`src/rtl/dp_share_ctrl_pkg.sv`:
```
// Shared definitions for the dp_share_ctrl slice: default operand width, default
// datapath latency and the controller state encoding.
package dp_share_ctrl_pkg;

  localparam int unsigned WDef     = 12;
  localparam int unsigned DpLatDef = 2;

  typedef enum logic [1:0] {
    StIdle  = 2'd0,
    StIssue = 2'd1,
    StWait  = 2'd2,
    StResp  = 2'd3
  } state_e;

endpackage

```
`src/rtl/dp_share_ctrl_if.sv`:
```
// Bus bundle between the two requesters, the result consumer, the shared datapath and
// the controller.
//   req0_* / req1_* : operand triples on valid/ready
//   rsp*_valid, rsp_ready, rsp_y : result return (consumer ready is shared)
//   dp_a/b/c, dp_e, dp_y : shared datapath operands, strobe and result
// Modports: slave = controller side, master = environment side.
interface dp_share_ctrl_if #(
  parameter int unsigned W = 12
) ();

  logic         req0_valid;
  logic         req0_ready;
  logic [W-1:0] req0_a;
  logic [W-1:0] req0_b;
  logic [W-1:0] req0_c;
  logic         req1_valid;
  logic         req1_ready;
  logic [W-1:0] req1_a;
  logic [W-1:0] req1_b;
  logic [W-1:0] req1_c;
  logic         rsp0_valid;
  logic         rsp1_valid;
  logic         rsp_ready;
  logic [W-1:0] rsp_y;
  logic [W-1:0] dp_a;
  logic [W-1:0] dp_b;
  logic [W-1:0] dp_c;
  logic         dp_e;
  logic [W-1:0] dp_y;

  modport slave (
    input  req0_valid, req0_a, req0_b, req0_c,
    input  req1_valid, req1_a, req1_b, req1_c,
    input  rsp_ready, dp_y,
    output req0_ready, req1_ready, rsp0_valid, rsp1_valid, rsp_y,
    output dp_a, dp_b, dp_c, dp_e
  );

  modport master (
    output req0_valid, req0_a, req0_b, req0_c,
    output req1_valid, req1_a, req1_b, req1_c,
    output rsp_ready, dp_y,
    input  req0_ready, req1_ready, rsp0_valid, rsp1_valid, rsp_y,
    input  dp_a, dp_b, dp_c, dp_e
  );

endinterface

```
`src/rtl/dp_share_ctrl_rr_arb2.sv`:
```
// Two-way round-robin arbiter.
//   req     : request vector (bit N = requester N)
//   en      : grants allowed this cycle
//   last_id : id of the requester served last
//   grant   : one-hot grant, all zero when disabled or nothing requested
module dp_share_ctrl_rr_arb2 (
  input  logic [1:0] req,
  input  logic       en,
  input  logic       last_id,
  output logic [1:0] grant
);

  always_comb begin
    grant = 2'b00;
    if (en) begin
      if (req == 2'b11) begin
        // Contention: favour whichever requester was not served last.
        grant = last_id ? 2'b01 : 2'b10;
      end else begin
        grant = req;
      end
    end
  end

endmodule

```
`src/rtl/dp_share_ctrl.sv`:
```
// Controller sharing one datapath between two requesters. Accepts one op at a time
// (round-robin on contention), pulses dp_e for one cycle, samples dp_y DP_LAT cycles
// later and returns the result to the granted requester, holding it until rsp_ready.
//   clk  : system clock, rising edge
//   rst  : synchronous reset, active-high
//   bus  : requester / response / datapath bundle (slave modport)
//   busy : high whenever the controller is not idle
module dp_share_ctrl
  import dp_share_ctrl_pkg::*;
#(
  parameter int unsigned W      = WDef,
  parameter int unsigned DP_LAT = DpLatDef  // legal 1..15
) (
  input  logic             clk,
  input  logic             rst,
  dp_share_ctrl_if.slave   bus,
  output logic             busy
);

  localparam logic [3:0] CntLoad = 4'(DP_LAT - 1);

  state_e       state_q;
  logic         ptr_q;   // id served last; reset value 1 favours req0
  logic         id_q;
  logic [3:0]   cnt_q;
  logic [W-1:0] dp_a_q, dp_b_q, dp_c_q, y_q;
  logic         dp_e_q, rsp0_q, rsp1_q, busy_q;
  logic [1:0]   grant;

  dp_share_ctrl_rr_arb2 u_arb (
    .req     ({bus.req1_valid, bus.req0_valid}),
    .en      (state_q == StIdle),
    .last_id (ptr_q),
    .grant   (grant)
  );

  always_ff @(posedge clk) begin
    if (rst) begin
      state_q <= StIdle;
      ptr_q   <= 1'b1;
      id_q    <= 1'b0;
      cnt_q   <= 4'd0;
      dp_a_q  <= '0;
      dp_b_q  <= '0;
      dp_c_q  <= '0;
      y_q     <= '0;
      dp_e_q  <= 1'b0;
      rsp0_q  <= 1'b0;
      rsp1_q  <= 1'b0;
      busy_q  <= 1'b0;
    end else begin
      dp_e_q <= 1'b0;
      case (state_q)
        StIdle: begin
          if (|grant) begin
            id_q    <= grant[1];
            dp_a_q  <= grant[1] ? bus.req1_a : bus.req0_a;
            dp_b_q  <= grant[1] ? bus.req1_b : bus.req0_b;
            dp_c_q  <= grant[1] ? bus.req1_c : bus.req0_c;
            dp_e_q  <= 1'b1;  // high during the ISSUE cycle only
            busy_q  <= 1'b1;
            state_q <= StIssue;
          end
        end
        StIssue: begin
          cnt_q   <= CntLoad;
          state_q <= StWait;
        end
        StWait: begin
          if (cnt_q == 4'd0) begin
            y_q     <= bus.dp_y;
            rsp0_q  <= ~id_q;
            rsp1_q  <= id_q;
            state_q <= StResp;
          end else begin
            cnt_q <= cnt_q - 4'd1;
          end
        end
        StResp: begin
          if (bus.rsp_ready) begin
            ptr_q   <= id_q;
            rsp0_q  <= 1'b0;
            rsp1_q  <= 1'b0;
            y_q     <= '0;  // rsp_y reads zero outside RESP
            busy_q  <= 1'b0;
            state_q <= StIdle;
          end
        end
        default: state_q <= StIdle;
      endcase
    end
  end

  assign bus.req0_ready = grant[0];
  assign bus.req1_ready = grant[1];
  assign bus.dp_a       = dp_a_q;
  assign bus.dp_b       = dp_b_q;
  assign bus.dp_c       = dp_c_q;
  assign bus.dp_e       = dp_e_q;
  assign bus.rsp0_valid = rsp0_q;
  assign bus.rsp1_valid = rsp1_q;
  assign bus.rsp_y      = y_q;
  assign busy           = busy_q;

endmodule

```
`src/flat_wrapper.sv`:
```
// flat-port wrapper written by rule: the top's interface ports become plain ports
module dp_share_ctrl_flat import dp_share_ctrl_pkg::*;
#(
  parameter int unsigned W      = WDef,
  parameter int unsigned DP_LAT = DpLatDef                
)
  (clk, rst, busy, bus_req0_valid, bus_req0_a, bus_req0_b, bus_req0_c, bus_req1_valid, bus_req1_a, bus_req1_b, bus_req1_c, bus_rsp_ready, bus_dp_y, bus_req0_ready, bus_req1_ready, bus_rsp0_valid, bus_rsp1_valid, bus_rsp_y, bus_dp_a, bus_dp_b, bus_dp_c, bus_dp_e);
  dp_share_ctrl_if #(.W(W)) bus_i ();
  input  logic clk;
  input  logic rst;
  output logic busy;
  input wire logic [$bits(bus_i.req0_valid)-1:0] bus_req0_valid;
  input wire logic [$bits(bus_i.req0_a)-1:0] bus_req0_a;
  input wire logic [$bits(bus_i.req0_b)-1:0] bus_req0_b;
  input wire logic [$bits(bus_i.req0_c)-1:0] bus_req0_c;
  input wire logic [$bits(bus_i.req1_valid)-1:0] bus_req1_valid;
  input wire logic [$bits(bus_i.req1_a)-1:0] bus_req1_a;
  input wire logic [$bits(bus_i.req1_b)-1:0] bus_req1_b;
  input wire logic [$bits(bus_i.req1_c)-1:0] bus_req1_c;
  input wire logic [$bits(bus_i.rsp_ready)-1:0] bus_rsp_ready;
  input wire logic [$bits(bus_i.dp_y)-1:0] bus_dp_y;
  output wire logic [$bits(bus_i.req0_ready)-1:0] bus_req0_ready;
  output wire logic [$bits(bus_i.req1_ready)-1:0] bus_req1_ready;
  output wire logic [$bits(bus_i.rsp0_valid)-1:0] bus_rsp0_valid;
  output wire logic [$bits(bus_i.rsp1_valid)-1:0] bus_rsp1_valid;
  output wire logic [$bits(bus_i.rsp_y)-1:0] bus_rsp_y;
  output wire logic [$bits(bus_i.dp_a)-1:0] bus_dp_a;
  output wire logic [$bits(bus_i.dp_b)-1:0] bus_dp_b;
  output wire logic [$bits(bus_i.dp_c)-1:0] bus_dp_c;
  output wire logic [$bits(bus_i.dp_e)-1:0] bus_dp_e;
  assign bus_i.req0_valid = bus_req0_valid;
  assign bus_i.req0_a = bus_req0_a;
  assign bus_i.req0_b = bus_req0_b;
  assign bus_i.req0_c = bus_req0_c;
  assign bus_i.req1_valid = bus_req1_valid;
  assign bus_i.req1_a = bus_req1_a;
  assign bus_i.req1_b = bus_req1_b;
  assign bus_i.req1_c = bus_req1_c;
  assign bus_i.rsp_ready = bus_rsp_ready;
  assign bus_i.dp_y = bus_dp_y;
  assign bus_req0_ready = bus_i.req0_ready;
  assign bus_req1_ready = bus_i.req1_ready;
  assign bus_rsp0_valid = bus_i.rsp0_valid;
  assign bus_rsp1_valid = bus_i.rsp1_valid;
  assign bus_rsp_y = bus_i.rsp_y;
  assign bus_dp_a = bus_i.dp_a;
  assign bus_dp_b = bus_i.dp_b;
  assign bus_dp_c = bus_i.dp_c;
  assign bus_dp_e = bus_i.dp_e;
  dp_share_ctrl #(.W(W), .DP_LAT(DP_LAT)) u_core (.clk(clk), .rst(rst), .bus(bus_i), .busy(busy));
endmodule
```
`config.mk`:
```
export PLATFORM = sky130hd
export DESIGN_NAME = dp_share_ctrl_flat
export DESIGN_NICKNAME = d
export VERILOG_FILES = /design/src/rtl/dp_share_ctrl_pkg.sv /design/src/rtl/dp_share_ctrl_if.sv /design/src/rtl/dp_share_ctrl_rr_arb2.sv /design/src/rtl/dp_share_ctrl.sv /design/src/flat_wrapper.sv
export SDC_FILE = /design/constraint.sdc
export NUM_CORES = 1
export LEC_CHECK = 0
export BUFFER_PORTS_ARGS = -buffer_cell sky130_fd_sc_hd__buf_2
export CAP_MARGIN = 5
export CELL_PAD_IN_SITES_DETAIL_PLACEMENT = 0
export CELL_PAD_IN_SITES_GLOBAL_PLACEMENT = 1
export CORE_UTILIZATION = 23
export DETAILED_ROUTE_END_ITERATION = 10
export PLACE_DENSITY = 0.6
export SETUP_SLACK_MARGIN = 0.5
export SYNTH_ARGS = -nofsm -noshare
export SYNTH_HDL_FRONTEND = slang
export SYNTH_HIERARCHICAL = 1
export SYNTH_SLANG_ARGS = --single-unit
```
`constraint.sdc`:
```
create_clock -name clk -period 2.8 [get_ports clk]
set_clock_uncertainty 0.15 [all_clocks]
set_input_delay 0.56 -clock clk [delete_from_list [all_inputs] [get_ports clk]]
set_output_delay 0.56 -clock clk [all_outputs]
set_load 0.005 [all_outputs]
```
==> flow_metrics.tcl, run 1 <==
set metrics [dict create \
    status "complete, but fails checks" \
    failed_checks "DRC" \
    io_buffers 142 \
    fin_setup_tns_ns 0 \
    die_x_um 111.4 \
    cp-start-kind "register" \
    grt_pass1_wl_um 11880 \
    whs_path_depth 2 \
    arrival_ns 1.47 \
    area_delta_synth_final_pct 42.55 \
    cts_buffers 9 \
    fin_nets 521 \
    slowest_stage "dfxtp_1" \
    drt-initial-drc-count 115 \
    ys_ff_latch 60 \
    coreArea_mm2 0.01156 \
    ant_nets 0 \
    vias 2510 \
    grt_usage 0.1225 \
    relSlewSlack 0.4305 \
    min_to "u_core/bus.rsp_y[7]" \
    hold_class "reg -> reg" \
    period_share 0.7785 \
    syn-cell-area_mm2 0.002753 \
    fp.dieArea_mm2 0.01241 \
    cp_max_fo 6 \
    hold_start "u_core/bus.rsp_y[7]" \
    grt_util_met2 0.1817 \
    cp-startpoint "u_core/state_q[0]" \
    p_clk_frac 0.301 \
    crit_chain "inv_1 > ha_1 > nand2_1 > a21oi_4 > buf_2" \
    grt_max_degree 51 \
    first_global_vias 2397 \
    row_count 39 \
    ios 143 \
    critPathMaxStageDelay_ns 0.33 \
    powerDensity_mw_per_mm2 1006 \
    p_seq_frac 0.324 \
    routed_wl_um 7325 \
    cts.hold.buffers_added 0 \
    initial_core_util 0.2380 \
    finalCriticalPeriod_ns 2.180 \
    critPathRequiredTime_ns 2.09 \
    hold_viol 0 \
    clk_pin_slew_worst_paths_ns 0.06 \
    rsz0062_at_grt "no" \
    p_switching_mw 1.334 \
    syn_avg_cell_area_um2 9.525 \
    cts_max_level 3 \
    clk_latency_ns 0.32 \
    p_comb_frac 0.376 \
    antenna_cells 0 \
    antenna_found_initial 0 \
    yosysWarnings 6 \
    grt-busiest-layer "met2" \
    clock_path_buffers 2 \
    syn-num-nets 384 \
    internal_power_mw 2.614 \
    cts_sinks 60 \
    grt_util_met1 0.1636 \
    synthCells 289 \
    grt.met3_usage 0.03048 \
    ys_types 32 \
    viasPerCell 4.373 \
    routedWlPerCell_um 12.76 \
    fmax_mhz 458.8 \
    drv_slew 0 \
    ir_drop_uv 342.3 \
    cts_tree "done" \
    crit_family "flip-flops" \
    drc 22 \
    swShare 0.3380 \
    root_buffer "clkbuf_16" \
    gp_congestion 0.7067 \
    r2r_slack_ns 0.68 \
    rr_startpoint "u_core/cnt_q[0]" \
    path_buf_inv 2 \
    firstDrtPassIters 7 \
    dp.final_hpwl_um 5251 \
    layout-drive-gt1-share 0.4014 \
    reg2reg_depth 6 \
    tightest_slew_ns 0.8533 \
    critPathKind "reg -> out" \
    power_leakage_nw 1.762 \
    die_height_um 111.4 \
    setup_viol 0 \
    grt-ovfl-total 0 \
    synth-seq-area-share 0.4364 \
    rr_endpoint "u_core/bus.rsp_y[4]" \
    post-route-util 0.3393 \
    end_kind "primary output" \
    max_cap_violations 0 \
]
[worst max path at each step]
stage / depth (start not counted) / slack (ns) / endpoint
floorplan: 9 / 0.66 / u_core/bus.dp_a[0]
global placement: 8 / 0.62 / u_core/state_q[1]
detailed placement: 8 / 0.57 / u_core/bus.dp_b[8]
CTS: 5 / 0.51 / bus_req0_ready
global route: 5 / 0.51 / bus_req1_ready
finish: 5 / 0.62 / bus_req1_ready
[synth_stat cells, drive strengths merged]
master,number,area (um^2)
and2,1,6.260
xor2,1,8.760
or3b,1,8.760
o21a,1,7.510
nor2b,3,18.77
nand3b,12,90.09
a311oi,1,8.760
o21ai,1,5.000
a211o,2,20.02
clkbuf,12,45.04
o41ai,1,8.760
a211oi,38,297.8
nand2,22,82.58
a22oi,1,7.510
inv,7,26.28
mux2i,50,500.5
ha,6,75.07
buf,12,75.07
o21bai,1,7.510
dfxtp,60,1201
o211ai,1,7.510
nor3b,2,15.01
nor2,39,146.4
mux2,2,22.52
a21oi,5,25.02
nand3,3,15.01
nor3,4,20.02
[cell usage in the layout, fill, tap and decap left out, types with 3 or more instances in the layout]
| cell type | n |
|---|---|
| buf_2 | 142 |
| nor3_1 | 4 |
| nand2_1 | 22 |
| nor2b_1 | 3 |
| nor2_1 | 39 |
| ha_1 | 6 |
| dfxtp_1 | 60 |
| inv_1 | 7 |
| clkinv_2 | 3 |
| nand3b_1 | 12 |
| buf_4 | 6 |
| a211oi_1 | 37 |
| mux2i_1 | 50 |
| a21oi_1 | 3 |
| clkbuf_16 | 9 |
| nand3_1 | 3 |
[cell families after synthesis]
| group | after synthesis | synth area share |
|---|---|---|
| muxes | 52 | 0.1900 |
| buffers and inverters | 31 | 0.05318 |
| adders and majority gates | 6 | 0.02727 |
| AOI/OAI and AO/OA | 52 | 0.1436 |
| DFF | 60 | 0.4364 |
| and+or+nand+nor | 87 | 0.1464 |
| xor gates and xnor gates | 1 | 0.003182 |
[sequential cells by signal, indices dropped and copies added (netlist names), 2 cells and up]
register / flops
u_core/bus.dp_a: 12
u_core/bus.dp_b: 12
u_core/bus.dp_c: 12
u_core/bus.rsp_y: 12
u_core/cnt_q: 4
u_core/state_q: 2
[power by group through the flow]
stage / sequential (mW) / combinational [mW] / clock (mW)
final: 1.28 / 1.48 / 1.19
after CTS: 1.28 / 1.50 / 1.22
after floorplan: 1.31 / 0.978 / 0
after detailed placement: 1.30 / 1.50 / 0
after global routing: 1.32 / 1.68 / 1.27
after global placement: 1.30 / 1.48 / 0
[repair_timing]
action / in CTS / in global routing
gates resized for setup: 0 / 3
buffers inserted: 0 / 0
setup endpoints to repair: 0 / 28
[area by class of cell]
class / instances / area [um^2]
inverters: 7 / 26.28
well taps: 143 / 178.9
flip-flops and latches: 60 / 1201
repair buffers: 150 / 778.2
fillers: 1211 / 7641
clock inverters: 5 / 75.07
clock buffers: 11 / 242.7
multi-input cells: 198 / 1421
[routing by layer]
| layer | up-vias | part of all wire | wire [um] |
|---|---|---|---|
| li1 | 1305 | - | - |
| met1 | 1087 | 0.49 | 3585 |
| met2 | 106 | 0.42 | 3090 |
| met3 | 12 | 0.068 | 495 |
| met4 | 0 | 0.021 | 154 |
| met5 | - | 0 | 0 |
[worst reg2reg max path, stage by stage, from the launching register on]
cell	delay, ns
dfxtp_1	0.33
inv_1	0.06
ha_1	0.17
or3b_1	0.50
a211oi_4	0.32
buf_4	0.30
mux2i_1	0.23
[per-stage QoR]
step,hold slack [ns],worst slack [ns],instance area [um^2],cells,power (mW)
after global placement,0.2915,0.6212,3595,558,2.774
after global routing,0.3141,0.5116,3924,574,4.265
after detailed placement,0.2990,0.5691,3595,558,2.797
final,0.3011,0.6203,3924,574,3.948
after floorplan,0.3011,0.6573,2753,289,2.291
after CTS,0.3062,0.5138,3913,574,4.011
Power figures use the tool's default switching activity.
==> run 2: changes to the inputs <==
==> constraint.sdc (replaced) <==
create_clock -name clk -period 2.2 [get_ports clk]
set_clock_uncertainty 0.15 [all_clocks]
set_input_delay 0.44 -clock clk [delete_from_list [all_inputs] [get_ports clk]]
set_output_delay 0.44 -clock clk [all_outputs]
set_load 0.005 [all_outputs]
==> flow_metrics.tcl, run 2 (synthesized netlist as in run 1, its figures left out) <==
set metrics [dict create \
    p_comb_frac 0.509 \
    slowest_stage "dfxtp_4" \
    antenna_cells 0 \
    area_delta_synth_final_pct 65.64 \
    final_common_cell "buf_2" \
    clk_pin_slew_worst_paths_ns 0.05 \
    grt_max_degree 33 \
    viasPerCell 4.492 \
    layout_common_cells "140 x buf_2, 56 x dfxtp_1, 50 x mux2i_1" \
    coreArea_mm2 0.01156 \
    critPathMaxStageDelay_ns 0.36 \
    rsz0062_at_grt "yes" \
    critPathRequiredTime_ns 1.61 \
    post-route-util 0.3942 \
    root_buffer "clkbuf_16" \
    failed_checks "DRC" \
    ios 143 \
    p_switching_mw 2.216 \
    drc 23 \
    clk_latency_ns 0.32 \
    crit_chain "inv_4 > ha_4 > nand2_4 > a21oi_4 > buf_6" \
    whs_path_depth 3 \
    vias 2704 \
    fmax_mhz 526.5 \
    clock_path_buffers 2 \
    reg2reg_depth 6 \
    grt_usage 0.1315 \
    routedWlPerCell_um 14.63 \
    cts_buffers 9 \
    setup_viol 0 \
    swShare 0.3593 \
    dp.final_hpwl_um 5589 \
    antenna_found_initial 0 \
    layout-drive-gt1-share 0.5773 \
    rr_startpoint "u_core/cnt_q[1]" \
    drv_slew 0 \
    rr_endpoint "u_core/bus.rsp_y[0]" \
    routed_wl_um 8807 \
    p_clk_frac 0.220 \
    cp-start-kind "register" \
    die_height_um 111.4 \
    min_to "u_core/bus.rsp_y[11]" \
    drt-initial-drc-count 115 \
    period_share 0.8634 \
    cts_max_level 3 \
    fin_hold_ws_ns 0.2174 \
    hold_class "in -> reg" \
    cp_max_fo 4 \
    die_x_um 111.4 \
    cts_tree "done" \
    arrival_ns 1.31 \
    internal_power_mw 3.953 \
    power_leakage_nw 1.984 \
    status "complete, but fails checks" \
    grt-ovfl-total 0 \
    max_cap_violations 0 \
    critPathKind "reg -> out" \
    first_global_vias 2543 \
    cts.hold.buffers_added 0 \
    powerDensity_mw_per_mm2 1353 \
    firstDrtPassIters 7 \
    pre_cts_slack_ns 0.2488 \
    initial_core_util 0.2380 \
    nFillCells 1169 \
    finalCriticalPeriod_ns 1.899 \
    p_seq_frac 0.271 \
    layout_setup_ws_ns 0.3006 \
    ant_nets 0 \
    ff_latch_area_mm2 0.001209 \
    hold_start "bus_dp_y[11]" \
    io_buffers 142 \
    hold_viol 0 \
    tightest_slew_ns 0.3720 \
    fin_setup_tns_ns 0 \
    gp_congestion 0.6954 \
    fp.dieArea_mm2 0.01241 \
    end_kind "primary output" \
    cts_sinks 60 \
    ir_drop_uv 557.6 \
    multi_input_comb_area_mm2 0.001720 \
    grt_pass1_wl_um 12650 \
    r2r_slack_ns 0.36 \
    relSlewSlack 0.7520 \
    fin_nets 549 \
    row_count 39 \
]
==> run 2: metal layers <==
layer,part of all wire,global-route usage,vias to the layer above
met1,0.42,0.1458,1264
li1,-,-,1364
met3,0.054,0.04518,7
met4,0.011,0.04324,0
met2,0.52,0.2346,69
met5,0,0,-
==> run 2: power by group through the flow <==
stage	clock network (mW)	registers (mW)	logic, mW
CTS	1.41	1.63	2.40
global placement	0	1.64	1.99
floorplan	0	1.68	1.40
finish	1.36	1.67	3.14
global route	1.45	1.72	3.40
detailed placement	0	1.66	2.00
==> run 2: final cells by class <==
type	instances	area share
clock buffers	11	0.05104
clock inverters	5	0.01153
flip-flops and latches	60	0.2651
repair buffers	178	0.2495
multi-input cells	198	0.3773
well taps	143	0.03924
inverters	7	0.006312
==> run 2: worst max-delay path by stage <==
stage,start,to,cells after the start
floorplan,u_core/cnt_q[1],u_core/bus.rsp0_valid,6
global placement,u_core/state_q[0],u_core/state_q[1],8
detailed placement,u_core/state_q[0],u_core/bus.rsp_y[0],6
CTS,u_core/state_q[0],bus_req1_ready,5
global route,u_core/state_q[0],bus_req0_ready,5
finish,u_core/state_q[0],bus_req1_ready,5
==> run 2: stage by stage <==
| step | instances | total power, mW | area [um^2] |
|---|---|---|---|
| 2_1_floorplan | 289 | 3.077 | 2851 |
| 3_3_place_gp | 560 | 3.627 | 3661 |
| 3_5_place_dp | 560 | 3.659 | 3661 |
| 4_1_cts | 589 | 5.446 | 4125 |
| 5_1_grt | 602 | 6.571 | 4559 |
| 6_report | 602 | 6.169 | 4559 |
==> run 2: repair_timing <==
| item | in CTS | in global routing |
|---|---|---|
| hold endpoints to repair | 0 | 0 |
| buffers inserted | 10 | 10 |
| gates resized for setup | 11 | 71 |
| setup endpoints to repair | 58 | 60 |
| cloned | 3 | 3 |
| pin swaps | 5 | 35 |
==> run 2: critical path: cells and delay by family (launching register included) <==
kind / cells / cell delay (ns)
AOI/OAI and AO/OA: 1 / 0.20
adders and majority gates: 1 / 0.16
buffers and inverters: 2 / 0.21
DFF: 1 / 0.36
and+or+nand+nor: 1 / 0.06
==> run 3: changes to the inputs <==
--- a/config.mk
+++ b/config.mk
@@ -9,11 +9,11 @@
 export CAP_MARGIN = 5
 export CELL_PAD_IN_SITES_DETAIL_PLACEMENT = 0
 export CELL_PAD_IN_SITES_GLOBAL_PLACEMENT = 1
-export CORE_UTILIZATION = 23
+export CORE_UTILIZATION = 31
 export DETAILED_ROUTE_END_ITERATION = 10
-export PLACE_DENSITY = 0.6
+export PLACE_DENSITY = 0.79
 export SETUP_SLACK_MARGIN = 0.5
+export SLEW_MARGIN = 20
 export SYNTH_ARGS = -nofsm -noshare
 export SYNTH_HDL_FRONTEND = slang
-export SYNTH_HIERARCHICAL = 1
 export SYNTH_SLANG_ARGS = --single-unit
==> flow_metrics.tcl, run 3 <==
set metrics [dict create \
    dp.final_hpwl_um 5166 \
    initial_core_util 0.3197 \
    hold_viol 0 \
    synthMuxAreaShare 0.1915 \
    synth_top_family_by_area "multiplexers" \
    grt_usage 0.1608 \
    synth-compound-area-share 0.1182 \
    final_common_cell "buf_2" \
    synthSimpleGateAreaFrac 0.1589 \
    critPathMaxStageDelay_ns 0.40 \
    die_x_um 93.83 \
    grt_pass1_wl_um 10960 \
    max_cap_violations 0 \
    slowest_stage "or3b_4" \
    critPathKind "reg -> reg" \
    gp_congestion 0.7501 \
    layout-drive-gt1-share 0.4558 \
    power_leakage_nw 2.025 \
    ys_types 28 \
    layout_common_cells "141 x buf_2, 57 x dfxtp_1, 49 x mux2i_1" \
    cts_tree "done" \
    synthXorXnorAreaFrac 0 \
    fmax_mhz 512.1 \
    ys_ff_latch 60 \
    relSlewSlack 0.8001 \
    fin_nets 542 \
    firstDrtPassIters 4 \
    arrival_ns 2.02 \
    fin_hold_ws_ns 0.1873 \
    setup_viol 0 \
    finalCriticalPeriod_ns 1.953 \
    root_buffer "clkbuf_8" \
    yosysMostFrequentCell "dfxtp_1" \
    cts_sinks 60 \
    yosys_most_used_dff "dfxtp_1" \
    yosysTopAreaCell "dfxtp_1" \
    cts_max_level 3 \
    drc 0 \
    pre_cts_slack_ns 0.1784 \
    vias 2486 \
    rr_startpoint "u_core.cnt_q[0]" \
    ys_async_sr_fraction 0 \
    coreArea_mm2 0.008175 \
    drt-initial-drc-count 74 \
    clk_latency_ns 0.33 \
    first_global_vias 2351 \
    critPathRequiredTime_ns 2.27 \
    end_kind "register" \
    synthCells 288 \
    synth-edff-count 0 \
    cp-startpoint "u_core.cnt_q[0]" \
    hold_start "bus_dp_y[11]" \
    hold_class "in -> reg" \
    drv_slew 0 \
    yosysWarnings 0 \
    cp-start-kind "register" \
    routed_wl_um 6929 \
    netlist.area_leader.share 0.4596 \
    cts_buffers 9 \
    cts.hold.buffers_added 0 \
    syn-cell-area_mm2 0.002614 \
    area_delta_synth_final_pct 48.97 \
    grt_max_degree 37 \
    syn_avg_cell_area_um2 9.076 \
    antenna_cells 0 \
    period_share 0.8877 \
    rsz0062_at_grt "yes" \
    status "complete, no violations" \
    clock_path_buffers 2 \
    tightest_slew_ns 0.2961 \
    ios 143 \
    synth-seq-area-share 0.4596 \
    io_buffers 142 \
    crit_chain "inv_2 > ha_4 > or3b_4 > a211oi_4 > buf_6 > mux2i_1 > nor2_1" \
    fp.dieArea_mm2 0.008803 \
    ir_drop_uv 452.0 \
    row_count 33 \
    syn-num-nets 383 \
    p_total_mw 4.276 \
    viasPerCell 4.463 \
    ant_nets 0 \
    routedWlPerCell_um 12.44 \
    layout_setup_ws_ns 0.2471 \
    die_height_um 93.83 \
    clk_pin_slew_worst_paths_ns 0.07 \
    fin_setup_tns_ns 0 \
    antenna_found_initial 0 \
    synth_common_cells "60 x dfxtp_1, 50 x mux2i_1, 43 x nand2_1, 40 x o21ai_0, 24 x nor2_1" \
    cp_max_fo 5 \
    powerDensity_mw_per_mm2 1098 \
    ys_top_cells_by_area "dfxtp_1 46%, mux2i_1 19%, o21ai_0 7.7%" \
    synth_adder_area_share 0.02872 \
    grt-ovfl-total 0 \
]
## run 3: repair_timing
action / CTS / global route
pin swaps: 4 / 6
gates resized for setup: 16 / 25
endpoints found under the setup margin: 54 / 51
cloned: 1 / 0
setup buffers: 7 / 6
## run 3: final timing paths
kind	cells after the start	slack, ns	end
setup / recovery	7	0.25	u_core.bus.rsp_y[10]
hold / removal	3	0.19	u_core.bus.rsp_y[11]
setup reg to reg	7	0.25	u_core.bus.rsp_y[10]
hold reg to reg	2	0.30	u_core.bus.dp_a[6]
## run 3: critical path, delay by kind of cell (launching register included)
family / cells / cell delay [ns]
mux: 1 / 0.18
flops: 1 / 0.33
buf+inv: 2 / 0.26
simple gates: 2 / 0.46
compound gates: 1 / 0.32
fa+ha+maj: 1 / 0.13
## run 3: final cells by class
type	count	area, um^2
Fill cell	835	4282
Sequential cell	60	1207
Timing Repair Buffer	166	947.2
Inverter	8	32.53
Tap cell	105	131.4
Multi-Input combinational cell	202	1383
Clock inverter	6	65.06
Clock buffer	10	127.6
## run 3: layer usage
| metal | routed length [um] | GRT usage | vias up | part of all wire |
|---|---|---|---|---|
| met1 | 3054 | 0.1919 | 1092 | 0.44 |
| met4 | 82 | 0.07308 | 0 | 0.012 |
| met5 | 0 | 0 | - | 0 |
| li1 | - | - | 1291 | - |
| met3 | 533 | 0.04693 | 8 | 0.077 |
| met2 | 3258 | 0.2652 | 95 | 0.47 |
## run 3: cell families after synthesis
family	Yosys count
multiplexers	50
flip-flops	60
buffers and inverters	26
AO/OA/AOI/OAI	55
adder cells (fa/ha/maj)	6
AND/OR/NAND/NOR	91
## run 3: per-stage QoR
step	cells	utilization	cell area, um^2
finish	557	0.4763	3894
global placement	527	0.4250	3475
global route	557	0.4763	3894
floorplan	288	-	2643
detailed placement	527	0.4250	3475
CTS	551	0.4624	3780
## run 3: report_power, final
part           switching, mW  internal [mW]  leakage (nW)
clock                  0.435          0.523        0.0962
sequential             0.160           1.38         0.494
combinational          0.846          0.928          1.43
total                   1.44           2.83          2.02
